--- config.mk ---
export PLATFORM = sky130hd
export DESIGN_NAME = arbiter2_leaf_ctrl
export DESIGN_NICKNAME = d
export VERILOG_FILES = /design/src/rtl/noc_arb_pkg.sv /design/src/rtl/flit_reg_stage.sv /design/src/rtl/arbiter2_leaf_ctrl.sv
export SDC_FILE = /design/constraint.sdc
export NUM_CORES = 1
export LEC_CHECK = 0
export ABC_AREA = 1
export CAP_MARGIN = 25
export CELL_PAD_IN_SITES_DETAIL_PLACEMENT = 1
export CELL_PAD_IN_SITES_GLOBAL_PLACEMENT = 1
export CORE_MARGIN = 4
export CORE_UTILIZATION = 30
export DETAILED_ROUTE_END_ITERATION = 10
export PLACE_DENSITY = 0.94
export SLEW_MARGIN = 20
export SYNTH_ARGS = -nofsm -noshare
export SYNTH_HDL_FRONTEND = slang
export SYNTH_SLANG_ARGS = --single-unit
--- constraint.sdc ---
create_clock -name CLK -period 3.3 [get_ports CLK]
set_clock_uncertainty 0.1 [all_clocks]
set_input_delay 0.495 -clock CLK [delete_from_list [all_inputs] [get_ports CLK]]
set_output_delay 0.495 -clock CLK [all_outputs]
set_load 0.01 [all_outputs]
--- src/rtl/noc_arb_pkg.sv ---
// Shared types and helpers for the NoC leaf 2:1 packet arbiter.
package noc_arb_pkg;

    localparam int FLIT_W = 9;

    typedef enum logic [1:0] {
        IDLE  = 2'd0,
        LOCK0 = 2'd1,
        LOCK1 = 2'd2
    } arb_state_t;

    // The tail flag lives in the MSB of a default-width flit.
    function automatic logic is_tail(input logic [FLIT_W-1:0] flit);
        return flit[FLIT_W-1];
    endfunction

endpackage

--- src/rtl/flit_reg_stage.sv ---
// Single-entry valid/ready register; accepts a new entry while the held one drains.
module flit_reg_stage #(
    parameter int W = 9
) (
    input  logic         clk_i,
    input  logic         rst_ni,
    input  logic         in_valid_i,
    input  logic [W-1:0] in_data_i,
    output logic         in_ready_o,
    output logic         out_valid_o,
    output logic [W-1:0] out_data_o,
    input  logic         out_ready_i
);

    logic         valid_q, valid_d;
    logic [W-1:0] data_q,  data_d;
    logic         load;

    assign in_ready_o = ~valid_q | out_ready_i;
    assign load       = in_valid_i & in_ready_o;

    always_comb begin
        valid_d = valid_q;
        data_d  = data_q;
        if (load) begin
            valid_d = 1'b1;
            data_d  = in_data_i;
        end else if (out_ready_i) begin
            valid_d = 1'b0;
        end
    end

    always_ff @(posedge clk_i or negedge rst_ni) begin
        if (!rst_ni) begin
            valid_q <= 1'b0;
            data_q  <= '0;
        end else begin
            valid_q <= valid_d;
            data_q  <= data_d;
        end
    end

    assign out_valid_o = valid_q;
    assign out_data_o  = data_q;

endmodule

--- src/rtl/arbiter2_leaf_ctrl.sv ---
// 2:1 round-robin packet arbiter: merges two flit channels without interleaving
// packets and emits the winning input index as a route token on S.
module arbiter2_leaf_ctrl
    import noc_arb_pkg::*;
#(
    parameter int W        = FLIT_W,
    parameter int TAIL_BIT = W - 1
) (
    input  logic         CLK,
    input  logic         _RESET,
    input  logic [W-1:0] in0_data,
    input  logic         in0_valid,
    output logic         in0_ready,
    input  logic [W-1:0] in1_data,
    input  logic         in1_valid,
    output logic         in1_ready,
    output logic [W-1:0] out_data,
    output logic         out_valid,
    input  logic         out_ready,
    output logic         s_data,
    output logic         s_valid,
    input  logic         s_ready
);

    arb_state_t   state_q, state_d;
    logic         prio_q, prio_d;

    logic         can_take;
    logic         s_free;
    logic         head_ok;
    logic         any_req;
    logic         winner;
    logic         sel;
    logic         rdy0, rdy1;
    logic         xfer0, xfer1, xfer;
    logic         head_xfer;
    logic [W-1:0] mux_data;
    logic         flit_tail;

    assign head_ok = can_take & s_free;

    // Preferred input wins if it asks; otherwise the other one (don't-care when idle).
    always_comb begin
        any_req = in0_valid | in1_valid;
        if (prio_q) begin
            winner = in1_valid ? 1'b1 : 1'b0;
        end else begin
            winner = in0_valid ? 1'b0 : 1'b1;
        end
    end

    always_comb begin
        rdy0 = 1'b0;
        rdy1 = 1'b0;
        sel  = 1'b0;
        case (state_q)
            IDLE: begin
                sel = winner;
                if (any_req) begin
                    rdy0 = ~winner & head_ok;
                    rdy1 =  winner & head_ok;
                end
            end
            LOCK0: begin
                sel  = 1'b0;
                rdy0 = can_take;
            end
            LOCK1: begin
                sel  = 1'b1;
                rdy1 = can_take;
            end
            default: ;
        endcase
    end

    // Readies drop the moment reset asserts, before the flops settle.
    assign in0_ready = rdy0 & _RESET;
    assign in1_ready = rdy1 & _RESET;

    assign xfer0     = in0_valid & in0_ready;
    assign xfer1     = in1_valid & in1_ready;
    assign xfer      = xfer0 | xfer1;
    assign head_xfer = xfer & (state_q == IDLE);
    assign mux_data  = sel ? in1_data : in0_data;
    assign flit_tail = mux_data[TAIL_BIT];

    always_comb begin
        state_d = state_q;
        prio_d  = prio_q;
        case (state_q)
            IDLE: begin
                if (head_xfer) begin
                    prio_d = ~winner;
                    if (!flit_tail) begin
                        state_d = winner ? LOCK1 : LOCK0;
                    end
                end
            end
            LOCK0, LOCK1: begin
                if (xfer && flit_tail) begin
                    state_d = IDLE;
                end
            end
            default: state_d = IDLE;
        endcase
    end

    always_ff @(posedge CLK or negedge _RESET) begin
        if (!_RESET) begin
            state_q <= IDLE;
            prio_q  <= 1'b0;
        end else begin
            state_q <= state_d;
            prio_q  <= prio_d;
        end
    end

    flit_reg_stage #(.W(W)) u_out_stage (
        .clk_i       (CLK),
        .rst_ni      (_RESET),
        .in_valid_i  (xfer),
        .in_data_i   (mux_data),
        .in_ready_o  (can_take),
        .out_valid_o (out_valid),
        .out_data_o  (out_data),
        .out_ready_i (out_ready)
    );

    // Token slot reloads on a new head even while draining, so S has no bubble.
    flit_reg_stage #(.W(1)) u_s_stage (
        .clk_i       (CLK),
        .rst_ni      (_RESET),
        .in_valid_i  (head_xfer),
        .in_data_i   (winner),
        .in_ready_o  (s_free),
        .out_valid_o (s_valid),
        .out_data_o  (s_data),
        .out_ready_i (s_ready)
    );

endmodule

Yosys cells after proc, flatten, opt, wreduce, memory -nomap -nowiden
Index checks and enable logic that the tools add are counted.

storage, ports and cells
  memory bits (writable) = 0
  memories kept = 0
  bits in latches = 0
  memory bits (read-only) = 0
  register bits = 15
  word-level logic and storage cells = 53

operators by class
  equality and inequality tests = 5
  $add $sub $neg = 0
  magnitude comparators = 0
  div/mod/pow operators = 0
  multiplexer cells = 18
  bitwise operators = 17
  multiply operators = 0
  reduce and logical (&&, ||, !) cells = 7
  shifts and indexed selects = 0

operators with widths
  kind                                                   number
  AND 1 bit                                              10
  two-way mux 1 bit                                      9
  two-way mux 9 bit                                      1
  two-way mux 2 bit                                      4
  case mux 1 bit (2 select lines)                        3
  inequality test 2 bit, second input constant           2
  OR 1 bit                                               4
  case mux 2 bit (2 select lines)                        1
  nonzero test 2 bit                                     2
  inverter 1 bit                                         3
  AND reduction 3 bit                                    1
  == test 2 x 1 -> 1 bit, second input constant          1
  == test 2 bit, second input constant                   1
  zero test 2 bit                                        1
  inequality test 2 x 1 -> 1 bit, second input constant  1
  AND reduction 2 bit                                    1
  OR reduction 2 bit                                     1
  logical AND 1 bit                                      1

Logic depth before layout (Yosys ltp)
Gate-level depths: netlist of run 1.

  word-level depth = 12
  gate-level depth with buffers = 13
  gate-level depth less buffers = 13

By module
A second synthesis of run 1 with hierarchy kept.

second synthesis, totals
  cell total of the unflattened synthesis = 115
  area, all modules = 982.2 µm²

by module, submodules not included
  module                        area an instance (µm²)  times used  cells each  seq. area each (µm²)
  flit_reg_stage (u_out_stage)  464.2                   1           43          250.2
  arbiter2_leaf_ctrl            435.4                   1           63          75.1
  flit_reg_stage (u_s_stage)    82.6                    1           9           50.0

Least setup slack after synthesis of run 1
No wires, ideal clock.

  path kind = flip-flop to output port
  from = register state_q[0]
  to = output in0_ready
  arrival = 1.163 ns
  slack = 1.542 ns
  required time = 2.705 ns
  cell stages (with the launch flop) = 7
  cell sequence = dfrtp_1 > inv_1 > ha_1 > inv_1 > nor2_1 > nand2_1 > a21oi_1

on the way
  longest elaborated chain between the ends = 3

ends and longest elaborated chain
  element                                                    RTL line                   text
  start, declared                                            arbiter2_leaf_ctrl.sv:25   arb_state_t state_q, state_d;
  start signal, assigned                                     arbiter2_leaf_ctrl.sv:113  state_q <= state_d;
  == test 2 x 1 -> 1 bit or zero test 2 bit (tied branches)  arbiter2_leaf_ctrl.sv:56   case (state_q)
  case mux 1 bit (2 select lines) (*)                        arbiter2_leaf_ctrl.sv:56
  AND 1 bit (*)                                              arbiter2_leaf_ctrl.sv:77   assign in0_ready = rdy0 & _RESET;
  end, declared                                              arbiter2_leaf_ctrl.sv:13   output logic in0_ready,

Mark *: on every way between the ends. The rest lies on a longest branch, timed or not.

Final worst setup path of run 1
  from = input in1_valid
  to = output in1_ready

on the way
  longest elaborated chain between the ends = 6

ends and longest elaborated chain
  element                              RTL line                  text
  start, declared                      arbiter2_leaf_ctrl.sv:15  input logic in1_valid,
  two-way mux 1 bit                    arbiter2_leaf_ctrl.sv:46  winner = in1_valid ? 1'b1 : 1'b0;
  two-way mux 1 bit                    arbiter2_leaf_ctrl.sv:45  if (prio_q) begin
  AND 1 bit                            arbiter2_leaf_ctrl.sv:61  rdy1 = winner & head_ok;
  two-way mux 1 bit (*)                arbiter2_leaf_ctrl.sv:59  if (any_req) begin
  case mux 1 bit (2 select lines) (*)  arbiter2_leaf_ctrl.sv:56
  AND 1 bit (*)                        arbiter2_leaf_ctrl.sv:78  assign in1_ready = rdy1 & _RESET;
  end, declared                        arbiter2_leaf_ctrl.sv:16  output logic in1_ready,

Marks and branches as above.

==> flow_summary.json, run 1 <==
{
  "status": "finished clean",
  "area_delta_synth_final_pct": 48.1,
  "die_w_um": 62.1,
  "final_common_cell": "nand2_1",
  "antenna_found_initial": 0,
  "vias": 924,
  "clkSlewWorstSetupHoldPaths_ps": 80,
  "met3_usage_pct": 5.59,
  "cp.required_ps": 2700,
  "nets": 188,
  "cts_buffer_depth": 2,
  "avgSynthCellArea_um2": 7.32,
  "vdd_drop_max_v": 0.000453,
  "post_drt_via_cell_ratio": 4.84,
  "cts_resized": 0,
  "hold_violations": 0,
  "timing.final.crit_share_pct": 82.8,
  "fin_crit_ps": 2730,
  "grt_use_met2_pct": 23.8,
  "wl_per_cell_um": 12.9,
  "p_leak_nw": 0.655,
  "drv_cap": 0,
  "fin_tns_setup_ps": 0,
  "holdBufCountCts": 0,
  "crit_path_end_kind": "primary output",
  "rows": 19,
  "root_buffer": "clkbuf_4",
  "syn_inst": 120,
  "antenna_cells": 0,
  "die_h_um": 62.1,
  "dp_hpwl_um": 2070,
  "cts_num_sinks": 15,
  "crit_chain": "clkdlybuf4s50_1, inv_1, nand2_1, nand2_2, nor2_4, nand2_1, a21oi_1, clkdlybuf4s50_1",
  "slew_headroom_pct": 81.8,
  "drive_above_1_share_pct": 8.75,
  "port_buffers": 37,
  "report.final.slew_viol_count": 0,
  "setup_viol": 0,
  "die_area_um2": 3860,
  "most-common-layout-cells": "nand2_1 (41), clkdlybuf4s50_1 (37), inv_1 (18)",
  "layout_setup_ws_ps": 568,
  "numCtsBuffers": 3,
  "drt_iter0_markers": 37,
  "stdcell_area_um2": 1300,
  "fp.coreArea_um2": 2780,
  "track_usage_pct": 13.8,
  "critPathMaxStageDelay_ps": 550,
  "path_class": "in2out",
  "place_area_um2": 1270,
  "gp_congestion": 0.814,
  "gr-total-overflow": 0,
  "drtAntennaViolNets": 0,
  "startpoint_type": "input port",
  "synth_area_um2": 878,
  "grt_max_degree": 21,
  "dpl_worst_slack_ps": 579,
  "cts_tree": "yes",
  "clock_latency_ps": 280,
  "cp_max_fo": 4,
  "routed_wl_um": 2470,
  "busiest_layer": "met2",
  "io_pins": 38,
  "yosysSeqAreaShare_pct": 42.7,
  "hold_path.class": "reg2reg",
  "timing.hold.ws_ps": 402,
  "yosys_warnings": 0,
  "synthesis.nets": 147,
  "post_cts_buffers": 0,
  "grt_pass1_wl_um": 4400,
  "tightest_slew_ps": 272,
  "rsz0062_at_grt": "no",
  "fillCellCount": 353,
  "cts_max_level": 1,
  "yosysUniqueCellTypes": 17,
  "drc": 0,
  "met1_usage_pct": 14.8,
  "initial_core_util_pct": 31.6,
  "critPathArrivalTime_ps": 2140,
  "grt_pass1_vias": 1025,
  "synth-seq-cells": 15,
  "slowest_stage": "clkdlybuf4s50_1",
  "max_freq_ghz": 0.366,
  "dr.pass1.iters": 4,
  "powerDensity_nw_per_um2": 834
}
[sequential cells by signal (all words and copies together), names as in the netlist]
signal / count
u_s_stage.out_valid_o: 1
u_s_stage.out_data_o: 1
state_q: 2
u_out_stage.out_data_o: 9
prio_q: 1
u_out_stage.out_valid_o: 1
[kinds of logic after synthesis]
family	share of synthesized area (%)
and+or+nand+nor	27.9
adders and majority gates	4.27
buffers and inverters	11.3
AOI/OAI and AO/OA	13.8
DFF	42.7
[power breakdown]
| group | leakage (nW) | total [mW] | switching (mW) | internal [mW] |
|---|---|---|---|---|
| sequential | 0.187 | 0.330 | 0.0582 | 0.272 |
| clock | 0.0150 | 0.104 | 0.0566 | 0.0470 |
| combinational | 0.453 | 0.651 | 0.354 | 0.297 |
| total | 0.655 | 1.08 | 0.469 | 0.616 |
[Yosys cell counts]
| cell type | number | area share, % |
|---|---|---|
| nand2_1 | 41 | 18 |
| inv_1 | 18 | 7.7 |
| buf_2 | 1 | 0.57 |
| o21ai_0 | 10 | 5.7 |
| buf_6 | 2 | 2.6 |
| nand3_1 | 5 | 2.8 |
| or2_1 | 1 | 0.71 |
| ha_1 | 3 | 4.3 |
| o21ai_1 | 9 | 5.1 |
| o21ai_2 | 1 | 1.0 |
| a21oi_1 | 2 | 1.1 |
| inv_2 | 1 | 0.43 |
| nor2_1 | 3 | 1.3 |
| nand2_2 | 6 | 4.3 |
| dfrtp_1 | 15 | 43 |
| nor2_4 | 1 | 1.3 |
| a22oi_1 | 1 | 0.86 |
[per-layer routing]
metal / wire (um) / share of wire [%]
met4: 53 / 2.1
met5: 0 / 0
met1: 960 / 39
met3: 211 / 8.6
met2: 1240 / 50
[through the flow]
stage | std cells | power, mW | util (%)
2_1_floorplan | 120 | 0.718 | -
3_3_place_gp | 187 | 0.948 | 45.8
3_5_place_dp | 187 | 0.992 | 45.8
4_1_cts | 191 | 1.10 | 46.8
5_1_grt | 191 | 1.20 | 46.8
6_report | 191 | 1.08 | 46.8
[worst paths after layout]
path                                                        from                                    end  slack (ps)  depth (start not counted)
min in group asynchronous                                 _RESET      u_s_stage.out_valid_o$_DFFE_PN0P_         460                          2
max reg2reg                               state_q[0]$_DFFE_PN0P_                 state_q[1]$_DFFE_PN0P_        1300                         13
max in group asynchronous                                 _RESET  u_out_stage.out_data_o[7]$_DFFE_PN0P_        2460                          2
max                                                    in1_valid                              in1_ready         570                          8
min reg2reg                u_out_stage.out_data_o[4]$_DFFE_PN0P_  u_out_stage.out_data_o[4]$_DFFE_PN0P_         400                          2
min                        u_out_stage.out_data_o[4]$_DFFE_PN0P_  u_out_stage.out_data_o[4]$_DFFE_PN0P_         400                          2
[final cells by class]
cell class	count	area, um^2	share of cell area [%]
inverters	19	71.3	5.48
multi-input cells	83	404	31.1
flip-flops and latches	15	375	28.8
well taps	31	38.8	2.98
repair buffers	39	385	29.6
clock buffers	4	26.3	2.02
[worst max-delay path, delay by kind of cell]
kind	cells	cell delay [ps]
AOI/OAI and AO/OA	1	140
buffers and inverters	3	1140
and+or+nand+nor	4	360
Power figures use the tool's default switching activity.
==> inputs of run 2 (changes only) <==
Settings changed: CORE_UTILIZATION 30 to 28, PLACE_DENSITY 0.94 to 0.89.
Clock period 3.3 ns to 2.79 ns, I/O delays scaled along.
==> run 2 against run 1 <==
Compared with the run above:
- power rose by 19%
- design area up 1.2%
- combinational power rose by 19%
- setup slack got worse by 400 ps
- global-route usage increased by 0.45 points
- largest power group unchanged
- critical endpoint is now in0_ready
- utilization down 3.3 points
- clock power grew 28%
- sequential share of layout area decreased by 0.36 points
- critical path depth is 1 lower
- critical path type is now reg2out
- sequential cell count unchanged
- first-iteration DRC count is 41% lower
- clock-buffer cell count is the same
==> flow_summary.json, run 2 (synthesis gave the netlist of run 1 again) <==
{
  "status": "finished clean",
  "post_drt_via_cell_ratio": 4.41,
  "drtAntennaViolNets": 0,
  "cts_buffer_depth": 2,
  "largest_reg_flops": 9,
  "cp-endpoint": "in0_ready",
  "stdcell_area_um2": 1320,
  "antenna_cells": 0,
  "gp_congestion": 0.829,
  "clock_latency_ps": 300,
  "path_class": "reg2out",
  "placed_cells": 200,
  "setup_viol": 0,
  "drc": 0,
  "cp.required_ps": 2270,
  "tightest_slew_ps": 356,
  "routed_wl_um": 2550,
  "gr-total-overflow": 0,
  "antenna_found_initial": 0,
  "slew_headroom_pct": 76.2,
  "rrSetupSlack_ps": 660,
  "dp_hpwl_um": 2130,
  "initial_core_util_pct": 29.0,
  "io_pins": 38,
  "final_util_pct": 43.5,
  "port_buffers": 37,
  "numCtsBuffers": 3,
  "rows": 20,
  "clkSlewWorstSetupHoldPaths_ps": 90,
  "drive_above_1_share_pct": 8.75,
  "drt_iter0_markers": 22,
  "grt_max_degree": 19,
  "r2r_start": "state_q[0]$_DFFE_PN0P_",
  "vias": 900,
  "max_freq_ghz": 0.381,
  "report.final.slew_viol_count": 0,
  "hold_violations": 0,
  "grt_pass1_vias": 1035,
  "startpoint_type": "flip-flop",
  "powerDensity_nw_per_um2": 977,
  "final_cells": 204,
  "root_buffer": "clkbuf_4",
  "die_w_um": 64.0,
  "place_area_um2": 1290,
  "vdd_drop_max_v": 0.000292,
  "post_cts_buffers": 0,
  "r2r-end": "state_q[1]$_DFFE_PN0P_",
  "hold_start": "u_out_stage.out_data_o[8]$_DFFE_PN0P_",
  "final_common_cell": "nand2_1",
  "nets": 188,
  "most-common-layout-cells": "nand2_1 (41), clkdlybuf4s50_1 (37), inv_1 (18)",
  "hold_path.class": "reg2reg",
  "fin_tns_setup_ps": 0,
  "grt_pass1_wl_um": 4600,
  "fp.coreArea_um2": 3030,
  "wl_per_cell_um": 12.5,
  "track_usage_pct": 14.3,
  "dr.pass1.iters": 4,
  "die_h_um": 64.0,
  "ff2ff_path_depth": 12,
  "drv_cap": 0,
  "critPathArrivalTime_ps": 2110,
  "cp_max_fo": 4,
  "area_delta_synth_final_pct": 50.0,
  "cts_tree": "yes",
  "cts_max_level": 1,
  "p_leak_nw": 0.655,
  "crit_path_end_kind": "primary output",
  "cts_num_sinks": 15,
  "fin_crit_ps": 2620,
  "crit_start": "state_q[0]$_DFFE_PN0P_",
  "die_area_um2": 4100,
  "rsz0062_at_grt": "no",
  "timing.final.crit_share_pct": 94.1,
  "cts_resized": 0,
  "finalPower_mw": 1.29,
  "holdBufCountCts": 0
}
[run 2: worst min path at each step]
stage,end,slack (ps),cells after the start
floorplan,prio_q$_DFFE_PN0P_,20,0
global placement,u_out_stage.out_data_o[8]$_DFFE_PN0P_,360,2
detailed placement,u_out_stage.out_data_o[8]$_DFFE_PN0P_,370,2
CTS,u_out_stage.out_data_o[8]$_DFFE_PN0P_,400,2
global route,u_out_stage.out_valid_o$_DFFE_PN0P_,420,2
finish,u_out_stage.out_data_o[8]$_DFFE_PN0P_,390,2
[run 2: per-layer routing]
| metal | GRT usage (%) | wire, um | part of all wire (%) | vias up |
|---|---|---|---|---|
| li1 | - | - | - | 451 |
| met1 | 15.2 | 983 | 39 | 424 |
| met2 | 27.5 | 1410 | 55 | 20 |
| met3 | 1.23 | 94 | 3.7 | 5 |
| met4 | 7.28 | 57 | 2.2 | 0 |
| met5 | 0 | 0 | 0 | - |
[run 2: critical path, cell delays in order, from the launching register on]
cell             delay, ps
dfrtp_1                420
inv_1                   90
ha_1                   250
inv_1                  120
nor2_1                 160
nand2_1                 90
a21oi_1                130
clkdlybuf4s50_1        550
[run 2: report_power, final]
group | internal [mW] | total (mW) | switching [mW]
combinational | 0.352 | 0.776 | 0.424
sequential | 0.321 | 0.378 | 0.0566
clock | 0.0558 | 0.133 | 0.0771
[run 2: through the flow]
step | hold slack [ps] | worst slack, ps
final | 393 | 166
after global routing | 420 | 17.0
after CTS | 398 | 143
after detailed placement | 373 | 227
after global placement | 360 | 290
after floorplan | 22.9 | 1040
[run 2: final cells by class]
class / count / area [um^2]
Clock buffer: 4 / 26.3
Fill cell: 399 / 1710
Inverter: 19 / 71.3
Multi-Input combinational cell: 83 / 404
Sequential cell: 15 / 375
Tap cell: 44 / 55.1
Timing Repair Buffer: 39 / 385
